### src/rtl/alu_acc_seq_if.sv
// Command/response handshake bundle between a host and the accumulator sequencer.
// The accumulator and flags travel with the response side.
interface alu_acc_seq_if;
  logic       cmd_valid;
  logic       cmd_ready;
  logic       cmd_load;
  logic [2:0] cmd_op;
  logic [7:0] cmd_data;
  logic       rsp_valid;
  logic       rsp_ready;
  logic [7:0] acc;
  logic       flag_z;
  logic       flag_c;
  logic       flag_v;
  logic       flag_n;

  modport master (
    output cmd_valid, cmd_load, cmd_op, cmd_data, rsp_ready,
    input  cmd_ready, rsp_valid, acc,
    input  flag_z, flag_c, flag_v, flag_n
  );

  modport slave (
    input  cmd_valid, cmd_load, cmd_op, cmd_data, rsp_ready,
    output cmd_ready, rsp_valid, acc,
    output flag_z, flag_c, flag_v, flag_n
  );
endinterface

### src/rtl/alu_acc_seq.sv
// Accumulator sequencer: feeds an external 8-bit ALU, waits a settle time,
// writes the result back and returns flags over a valid/ready response.
module alu_acc_seq #(
  parameter int unsigned EXEC_CYCLES = 1,
  parameter int unsigned CNT_W       = 8
) (
  input  logic             clk,
  input  logic             rst_n,
  alu_acc_seq_if.slave     io,
  output logic [7:0]       alu_a,
  output logic [7:0]       alu_b,
  output logic [2:0]       alu_op,
  input  logic [7:0]       alu_z,
  input  logic             alu_ov,
  input  logic             alu_cout,
  input  logic             alu_sign,
  output logic             sticky_v,
  input  logic             clr_sticky,
  output logic [CNT_W-1:0] op_count
);

  typedef enum logic [1:0] {
    IDLE,
    EXEC,
    RESP
  } state_t;

  localparam logic [3:0] LAST = 4'(EXEC_CYCLES - 1);

  state_t           state_q, state_d;
  logic [3:0]       cnt_q, cnt_d;
  logic [7:0]       acc_q, acc_d;
  logic [7:0]       b_q, b_d;
  logic [2:0]       op_q, op_d;
  logic             fz_q, fz_d;
  logic             fc_q, fc_d;
  logic             fv_q, fv_d;
  logic             fn_q, fn_d;
  logic             sticky_q, sticky_d;
  logic [CNT_W-1:0] opcnt_q, opcnt_d;
  logic             rdy_q, rdy_d;
  logic             rsp_q, rsp_d;

  always_comb begin
    state_d  = state_q;
    cnt_d    = cnt_q;
    acc_d    = acc_q;
    b_d      = b_q;
    op_d     = op_q;
    fz_d     = fz_q;
    fc_d     = fc_q;
    fv_d     = fv_q;
    fn_d     = fn_q;
    opcnt_d  = opcnt_q;
    rdy_d    = rdy_q;
    rsp_d    = rsp_q;
    sticky_d = clr_sticky ? 1'b0 : sticky_q;
    unique case (state_q)
      IDLE: begin
        if (io.cmd_valid) begin
          rdy_d = 1'b0;
          unique case (1'b1)
            io.cmd_load: begin
              acc_d   = io.cmd_data;
              fz_d    = (io.cmd_data == 8'h00);
              fn_d    = io.cmd_data[7];
              fc_d    = 1'b0;
              fv_d    = 1'b0;
              rsp_d   = 1'b1;
              state_d = RESP;
            end
            default: begin
              b_d     = io.cmd_data;
              op_d    = io.cmd_op;
              cnt_d   = 4'd0;
              state_d = EXEC;
            end
          endcase
        end
      end
      EXEC: begin
        if (cnt_q == LAST) begin
          acc_d   = alu_z;
          fz_d    = (alu_z == 8'h00);
          fc_d    = alu_cout;
          fv_d    = alu_ov;
          fn_d    = alu_sign;
          opcnt_d = opcnt_q + 1'b1;
          rsp_d   = 1'b1;
          state_d = RESP;
          // a new overflow beats a simultaneous clear
          if (alu_ov) sticky_d = 1'b1;
        end
        cnt_d = cnt_q + 4'd1;
      end
      RESP: begin
        if (io.rsp_ready) begin
          rsp_d   = 1'b0;
          rdy_d   = 1'b1;
          state_d = IDLE;
        end
      end
      default: begin
        state_d = IDLE;
        rsp_d   = 1'b0;
        rdy_d   = 1'b1;
      end
    endcase
  end

  always_ff @(posedge clk or negedge rst_n) begin
    if (!rst_n) begin
      state_q  <= IDLE;
      cnt_q    <= '0;
      acc_q    <= '0;
      b_q      <= '0;
      op_q     <= '0;
      fz_q     <= 1'b0;
      fc_q     <= 1'b0;
      fv_q     <= 1'b0;
      fn_q     <= 1'b0;
      sticky_q <= 1'b0;
      opcnt_q  <= '0;
      rdy_q    <= 1'b1;
      rsp_q    <= 1'b0;
    end else begin
      state_q  <= state_d;
      cnt_q    <= cnt_d;
      acc_q    <= acc_d;
      b_q      <= b_d;
      op_q     <= op_d;
      fz_q     <= fz_d;
      fc_q     <= fc_d;
      fv_q     <= fv_d;
      fn_q     <= fn_d;
      sticky_q <= sticky_d;
      opcnt_q  <= opcnt_d;
      rdy_q    <= rdy_d;
      rsp_q    <= rsp_d;
    end
  end

  assign io.cmd_ready = rdy_q;
  assign io.rsp_valid = rsp_q;
  assign io.acc       = acc_q;
  assign io.flag_z    = fz_q;
  assign io.flag_c    = fc_q;
  assign io.flag_v    = fv_q;
  assign io.flag_n    = fn_q;
  assign alu_a        = acc_q;
  assign alu_b        = b_q;
  assign alu_op       = op_q;
  assign sticky_v     = sticky_q;
  assign op_count     = opcnt_q;

endmodule

### src/flat_wrapper.sv
// flat-port wrapper written by rule: the top's interface ports become plain ports
module alu_acc_seq_flat 
#(
  parameter int unsigned EXEC_CYCLES = 1,
  parameter int unsigned CNT_W       = 8
)
  (clk, rst_n, alu_a, alu_b, alu_op, alu_z, alu_ov, alu_cout, alu_sign, sticky_v, clr_sticky, op_count, io_cmd_valid, io_cmd_load, io_cmd_op, io_cmd_data, io_rsp_ready, io_cmd_ready, io_rsp_valid, io_acc, io_flag_z, io_flag_c, io_flag_v, io_flag_n);
  alu_acc_seq_if io_i ();
  input  logic clk;
  input  logic rst_n;
  output logic [7:0] alu_a;
  output logic [7:0] alu_b;
  output logic [2:0] alu_op;
  input  logic [7:0] alu_z;
  input  logic alu_ov;
  input  logic alu_cout;
  input  logic alu_sign;
  output logic sticky_v;
  input  logic clr_sticky;
  output logic [CNT_W-1:0] op_count;
  input wire logic [$bits(io_i.cmd_valid)-1:0] io_cmd_valid;
  input wire logic [$bits(io_i.cmd_load)-1:0] io_cmd_load;
  input wire logic [$bits(io_i.cmd_op)-1:0] io_cmd_op;
  input wire logic [$bits(io_i.cmd_data)-1:0] io_cmd_data;
  input wire logic [$bits(io_i.rsp_ready)-1:0] io_rsp_ready;
  output wire logic [$bits(io_i.cmd_ready)-1:0] io_cmd_ready;
  output wire logic [$bits(io_i.rsp_valid)-1:0] io_rsp_valid;
  output wire logic [$bits(io_i.acc)-1:0] io_acc;
  output wire logic [$bits(io_i.flag_z)-1:0] io_flag_z;
  output wire logic [$bits(io_i.flag_c)-1:0] io_flag_c;
  output wire logic [$bits(io_i.flag_v)-1:0] io_flag_v;
  output wire logic [$bits(io_i.flag_n)-1:0] io_flag_n;
  assign io_i.cmd_valid = io_cmd_valid;
  assign io_i.cmd_load = io_cmd_load;
  assign io_i.cmd_op = io_cmd_op;
  assign io_i.cmd_data = io_cmd_data;
  assign io_i.rsp_ready = io_rsp_ready;
  assign io_cmd_ready = io_i.cmd_ready;
  assign io_rsp_valid = io_i.rsp_valid;
  assign io_acc = io_i.acc;
  assign io_flag_z = io_i.flag_z;
  assign io_flag_c = io_i.flag_c;
  assign io_flag_v = io_i.flag_v;
  assign io_flag_n = io_i.flag_n;
  alu_acc_seq #(.EXEC_CYCLES(EXEC_CYCLES), .CNT_W(CNT_W)) u_core (.clk(clk), .rst_n(rst_n), .io(io_i), .alu_a(alu_a), .alu_b(alu_b), .alu_op(alu_op), .alu_z(alu_z), .alu_ov(alu_ov), .alu_cout(alu_cout), .alu_sign(alu_sign), .sticky_v(sticky_v), .clr_sticky(clr_sticky), .op_count(op_count));
endmodule
### config.mk
export PLATFORM = sky130hd
export DESIGN_NAME = alu_acc_seq_flat
export DESIGN_NICKNAME = d
export VERILOG_FILES = /design/src/rtl/alu_acc_seq_if.sv /design/src/rtl/alu_acc_seq.sv /design/src/flat_wrapper.sv
export SDC_FILE = /design/constraint.sdc
export NUM_CORES = 1
export LEC_CHECK = 0
export ABC_CLOCK_PERIOD_IN_PS = 1600
export BUFFER_PORTS_ARGS = -buffer_cell sky130_fd_sc_hd__buf_2
export CORE_ASPECT_RATIO = 0.8
export CORE_MARGIN = 2
export CORE_UTILIZATION = 35
export DETAILED_ROUTE_END_ITERATION = 12
export GPL_TIMING_DRIVEN = 0
export SLEW_MARGIN = 10
export SYNTH_ARGS = -nofsm -noshare
export SYNTH_HDL_FRONTEND = slang
export SYNTH_SLANG_ARGS = --single-unit
### constraint.sdc
create_clock -name clk -period 1.6 [get_ports clk]
set_input_delay 0.08 -clock clk [delete_from_list [all_inputs] [get_ports clk]]
set_output_delay 0.08 -clock clk [all_outputs]
set_load 0.05 [all_outputs]
# Yosys cells after proc, flatten, opt, wreduce, memory -nomap -nowiden

Cells that the tools add are included.
Widths: inputs -> output; s select.

Bits in registers: 40
Bits of input ports: 28
Output and inout port bits: 42
Logic and storage cells: 74

Bitwise logic cells: 2
Equality and inequality tests: 7
Mux-type cells: 38
Add/subtract/negate cells: 2
Reductions and logical operators: 12

Operators with widths:

| cell                | count |
|---|---|
| $mux 8              | 3 |
| $mux 1              | 20 |
| $logic_not 8->1     | 2 |
| $pmux 8 s2          | 1 |
| $reduce_and 3->1    | 4 |
| $add 8x1->8 const B | 1 |
| $mux 2              | 4 |
| $mux 4              | 2 |
| $ne 2x2->1 const B  | 4 |
| $pmux 1 s2          | 4 |
| $pmux 4 s2          | 1 |
| $reduce_and 4->1    | 2 |
| $pmux 1 s3          | 2 |
| $pmux 2 s3          | 1 |
| $add 4x1->4 const B | 1 |
| $logic_not 4->1     | 1 |
| $eq 2x1->1 const B  | 1 |
| $eq 2x2->1 const B  | 1 |
| $logic_not 2->1     | 1 |
| $ne 2x1->1 const B  | 1 |
| $not 1->1           | 2 |
| $reduce_and 2->1    | 1 |
| $reduce_bool 2->1   | 1 |

# Depth between registers and ports, before layout

Depth in word-level cells: 4
Mapped depth: 7
Mapped depth without buffers: 6

# Worst setup path after synthesis

OpenSTA, ideal clock, no wires.

Path kind: reg-to-reg
Start point: register u_core.opcnt_q[0] (netlist: u_core.op_count[0])
End point: register u_core.opcnt_q[6] (netlist: u_core.op_count[6])
Buffers on the path: 0
Cell stages (with the launch flop): 5
Slack: 118 ps
Arrival time: 1341 ps
Data required time: 1459 ps
Library setup time: 141 ps
Cells stage by stage: dfrtp_1 -> ha_1 -> and3_1 -> nand4_1 -> xnor2_1

Cells in the longest elaborated chain, start to end: 1

Ends and longest elaborated chain:

| what                   | line               | text |
|---|---|---|
| from (decl)            | alu_acc_seq.sv:40  | `logic [CNT_W-1:0] opcnt_q, opcnt_d;` |
| from (signal assigned) | alu_acc_seq.sv:137 | `opcnt_q <= opcnt_d;` |
| $add 8x1->8            | alu_acc_seq.sv:88  | `opcnt_d = opcnt_q + 1'b1;` |

No other way between the ends.
A chain may end at the register's enable or synchronous reset.

# Final worst setup path

Start point: register u_core.state_q[1]
End point: register u_core.b_q[3] (netlist: u_core.alu_b[3])

Cells in the longest elaborated chain, start to end: 2

Ends and longest elaborated chain:

| what                              | line               | text |
|---|---|---|
| from (decl)                       | alu_acc_seq.sv:30  | `state_t state_q, state_d;` |
| from (signal assigned)            | alu_acc_seq.sv:127 | `state_q <= state_d;` |
| $logic_not 2->1                   | alu_acc_seq.sv:58  | `unique case (state_q)` |
| $reduce_and 3->1 (no source line) | n/a                |  |
| to (signal assigned)              | alu_acc_seq.sv:116 | `b_q <= '0;` |
| to (signal assigned)              | alu_acc_seq.sv:130 | `b_q <= b_d;` |
| to (decl)                         | alu_acc_seq.sv:33  | `logic [7:0] b_q, b_d;` |

No other way between the ends.

==> results.sh <==
export IMPL_area_growth_pct=33.3
export IMPL_wl_met3_um=254
export IMPL_design_area_mm2=0.00257
export IMPL_clock_latency_ns=0.30
export IMPL_met2_length_um=1960
export IMPL_synth_top_family_by_area="simple AND/OR/NAND/NOR gates"
export IMPL_synth_area_mm2=0.00193
export IMPL_grt_pass1_wl_um=6900
export IMPL_crit_type="reg -> reg"
export IMPL_die_x_um=86.9
export IMPL_met1Wirelength_um=2190
export IMPL_htreeDepth=2
export IMPL_die_area_mm2=0.00611
export IMPL_layout_nets=288
export IMPL_drt_iter0_markers=52
export IMPL_ctsRootBufferMaster="clkbuf_8"
export IMPL_async_reset_ff_share_pct=100
export IMPL_whs_ns=0.0119
export IMPL_synth_warnings=0
export IMPL_grt_pass1_vias=1374
export IMPL_netlist_top_cells_area="dfrtp_1, mux2_1, buf_4, nand2_1, xnor2_1"
export IMPL_clkSinkCount=40
export IMPL_period_share_pct=94.1
export IMPL_synth_fa_ha_area_share_pct=1.95
export IMPL_setup_viol=0
export IMPL_fp_row_count=24
export IMPL_clock_path_buffers=2
export IMPL_cp_arrival_ns=1.69
export IMPL_fin_skew_ns=0.00399
export IMPL_yosys_area_top_type_share_pct=50.7
export IMPL_ios=70
export IMPL_startpoint_type="flip-flop"
export IMPL_yosysMostFrequentCell="dfrtp_1"
export IMPL_vdd_ir_drop_max_mv=0.873
export IMPL_grt_overflow=0
export IMPL_ys_types=41
export IMPL_status="complete, no violations"
export IMPL_path_clk_slew_ns=0.08
export IMPL_num_antenna_cells=0
export IMPL_muxShareOfSynthArea_pct=7.60
export IMPL_maxSlewViolCount=0
export IMPL_globalplace_congestion=0.750
export IMPL_post_drt_wl_per_cell_um=13.9
export IMPL_drt_wl_total_um=4490
export IMPL_cts_made_buffers=5
export IMPL_synth_enable_flop_cells=0
export IMPL_worstPathRequired_ns=1.79
export IMPL_slowest_delay_ns=0.38
export IMPL_total_power_mw=6.07
export IMPL_min_path_type="in -> reg"
export IMPL_tightest_slew_ns=0.895
export IMPL_synth_compound_area_share_pct=11.0
export IMPL_syn_inst=171
export IMPL_synthSimpleGateAreaFrac_pct=16.7
export IMPL_setup_tns_final_ns=0
export IMPL_fin_crit_ns=1.51
export IMPL_p_leak_nw=1.25
export IMPL_crit_chain="buf_6 > nand2b_4 > nor3_4 > buf_6 > mux2_2"
export IMPL_vias_per_cell=4.78
export IMPL_crit_fanout=10
export IMPL_start_util_pct=35.8
export IMPL_avgSynthCellArea_um2=11.3
export IMPL_drive_above_1_share_pct=43.0
export IMPL_p_per_area_mw_per_mm2=2360
export IMPL_grt_usage_pct=14.8
export IMPL_yosys_most_used_dff="dfrtp_1"
export IMPL_place_area_mm2=0.00235
export IMPL_crit_top_cell="buf_6"
export IMPL_grt_start_max_net_pins=41
export IMPL_fmax_mhz=664
export IMPL_ys_ff_latch=40
export IMPL_die_y_um=70.3
export IMPL_syn_nets=202
export IMPL_synth_largest_area_cell="dfrtp_1"
export IMPL_antenna_found_initial=0
export IMPL_hpwlAfterDp_um=3280
export IMPL_cap_viol_max_count=0
export IMPL_yosys_area_share_xor_xnor_pct=3.18
export IMPL_slew_headroom_pct=40.3
export IMPL_seq_area_frac_synth_pct=52.0
export IMPL_dr_max_layer_used="met4"
export IMPL_ant_nets=0
export IMPL_drc_errors=0
export IMPL_endpoint_kind="flip-flop"
export IMPL_final_hold_viol_count=0
export IMPL_port_buffers=69
export IMPL_vias=1545
export IMPL_core_area_mm2=0.00538
export IMPL_crit_slowest_cell="dfrtp_1"
export IMPL_cts_tree="yes"
export IMPL_dr_pass1_iters=4
export IMPL_synthTopCellsByCount="dfrtp_1, nand2_1, nor2_1"
-- repair_timing --
| item | CTS | global route |
|---|---|---|
| hold endpoints to repair | 42 | 0 |
| pin swaps | 1 | 2 |
| gates cloned | 0 | 1 |
| hold buffers | 4 | 0 |
| setup buffers | 2 | 3 |
| endpoints found under the setup margin | 8 | 21 |
| resized for setup | 0 | 7 |
-- cells in the final DEF (no fill, tap or decap), types with 4 or more instances in the layout --
master and n:
mux2_1 9, nor4_1 4, mux2_2 4, dlygate4sd3_1 4
a31oi_1 4, buf_6 5, nor2_1 13, nand4_1 4
buf_2 70, buf_4 15, a21oi_1 4, xnor2_1 6
nand3_1 5, dfrtp_1 39, clkbuf_8 6, nand2_1 20
a31oi_2 4, inv_1 6
-- worst paths after layout --
| path | slack (ns) | startpoint | cells past startpoint | end |
|---|---|---|---|---|
| max | 0.09 | u_core.state_q[1] | 5 | u_core.alu_b[3] |
| min | 0.01 | alu_ov | 3 | u_core.sticky_v |
| max reg2reg | 0.09 | u_core.state_q[1] | 5 | u_core.alu_b[3] |
| min reg2reg | 0.48 | u_core.alu_b[5] | 1 | u_core.alu_b[5] |
| max in group asynchronous | 0.59 | rst_n | 2 | u_core.alu_a[2] |
| min in group asynchronous | 0.44 | rst_n | 2 | u_core.alu_op[0] |
-- cell type report --
type,instances,area (um2)
multi-input cells,109,808
fillers,526,2810
clock buffers,8,90.1
plain buffers,16,129
well taps,65,81.3
repair buffers,79,434
inverters,6,22.5
flip-flops and latches,40,1000
-- layer usage --
layer | up-vias | GRT usage [%]
met1 | 736 | 21.6
met2 | 44 | 20.3
li1 | 757 | -
met4 | 0 | 4.17
met5 | - | 0
met3 | 8 | 5.44
-- state kept, by name (all words and copies together) (netlist names) --
name,flops
u_core.alu_a,8
u_core.alu_b,8
u_core.alu_op,3
u_core.cnt_q,4
u_core.io.cmd_ready,1
u_core.io.flag_c,1
u_core.io.flag_n,1
u_core.io.flag_v,1
u_core.io.flag_z,1
u_core.io.rsp_valid,1
u_core.op_count,8
u_core.state_q,2
u_core.sticky_v,1
-- stage by stage --
stage               setup slack (ns)  utilization (%)  std cells
floorplan                      0.118                -        171
global placement              0.0120             43.8        305
detailed placement          -0.00171             43.8        305
CTS                           0.0170             46.5        319
global route                -0.00135             47.8        323
finish                        0.0937             47.8        323
-- power breakdown --
part,leakage (nW),switching (mW),internal (mW)
Sequential,0.490,0.287,1.44
Combinational,0.719,2.54,1.11
Clock,0.0455,0.346,0.352
-- logic make-up after synthesis --
logic type	Yosys count
buffers and inverters	22
and+or+nand+nor	59
adders and majority gates	3
DFF	40
AOI/OAI and AO/OA	27
xor gates and xnor gates	7
muxes	13
-- critical path, delay by kind of cell (launching register included) --
family                 cells  cell delay [ns]
buffers and inverters      2             0.33
multiplexers               1             0.33
flip-flops                 1             0.38
AND/OR/NAND/NOR            2             0.34
Note: power is estimated with default switching activity, not from simulation.
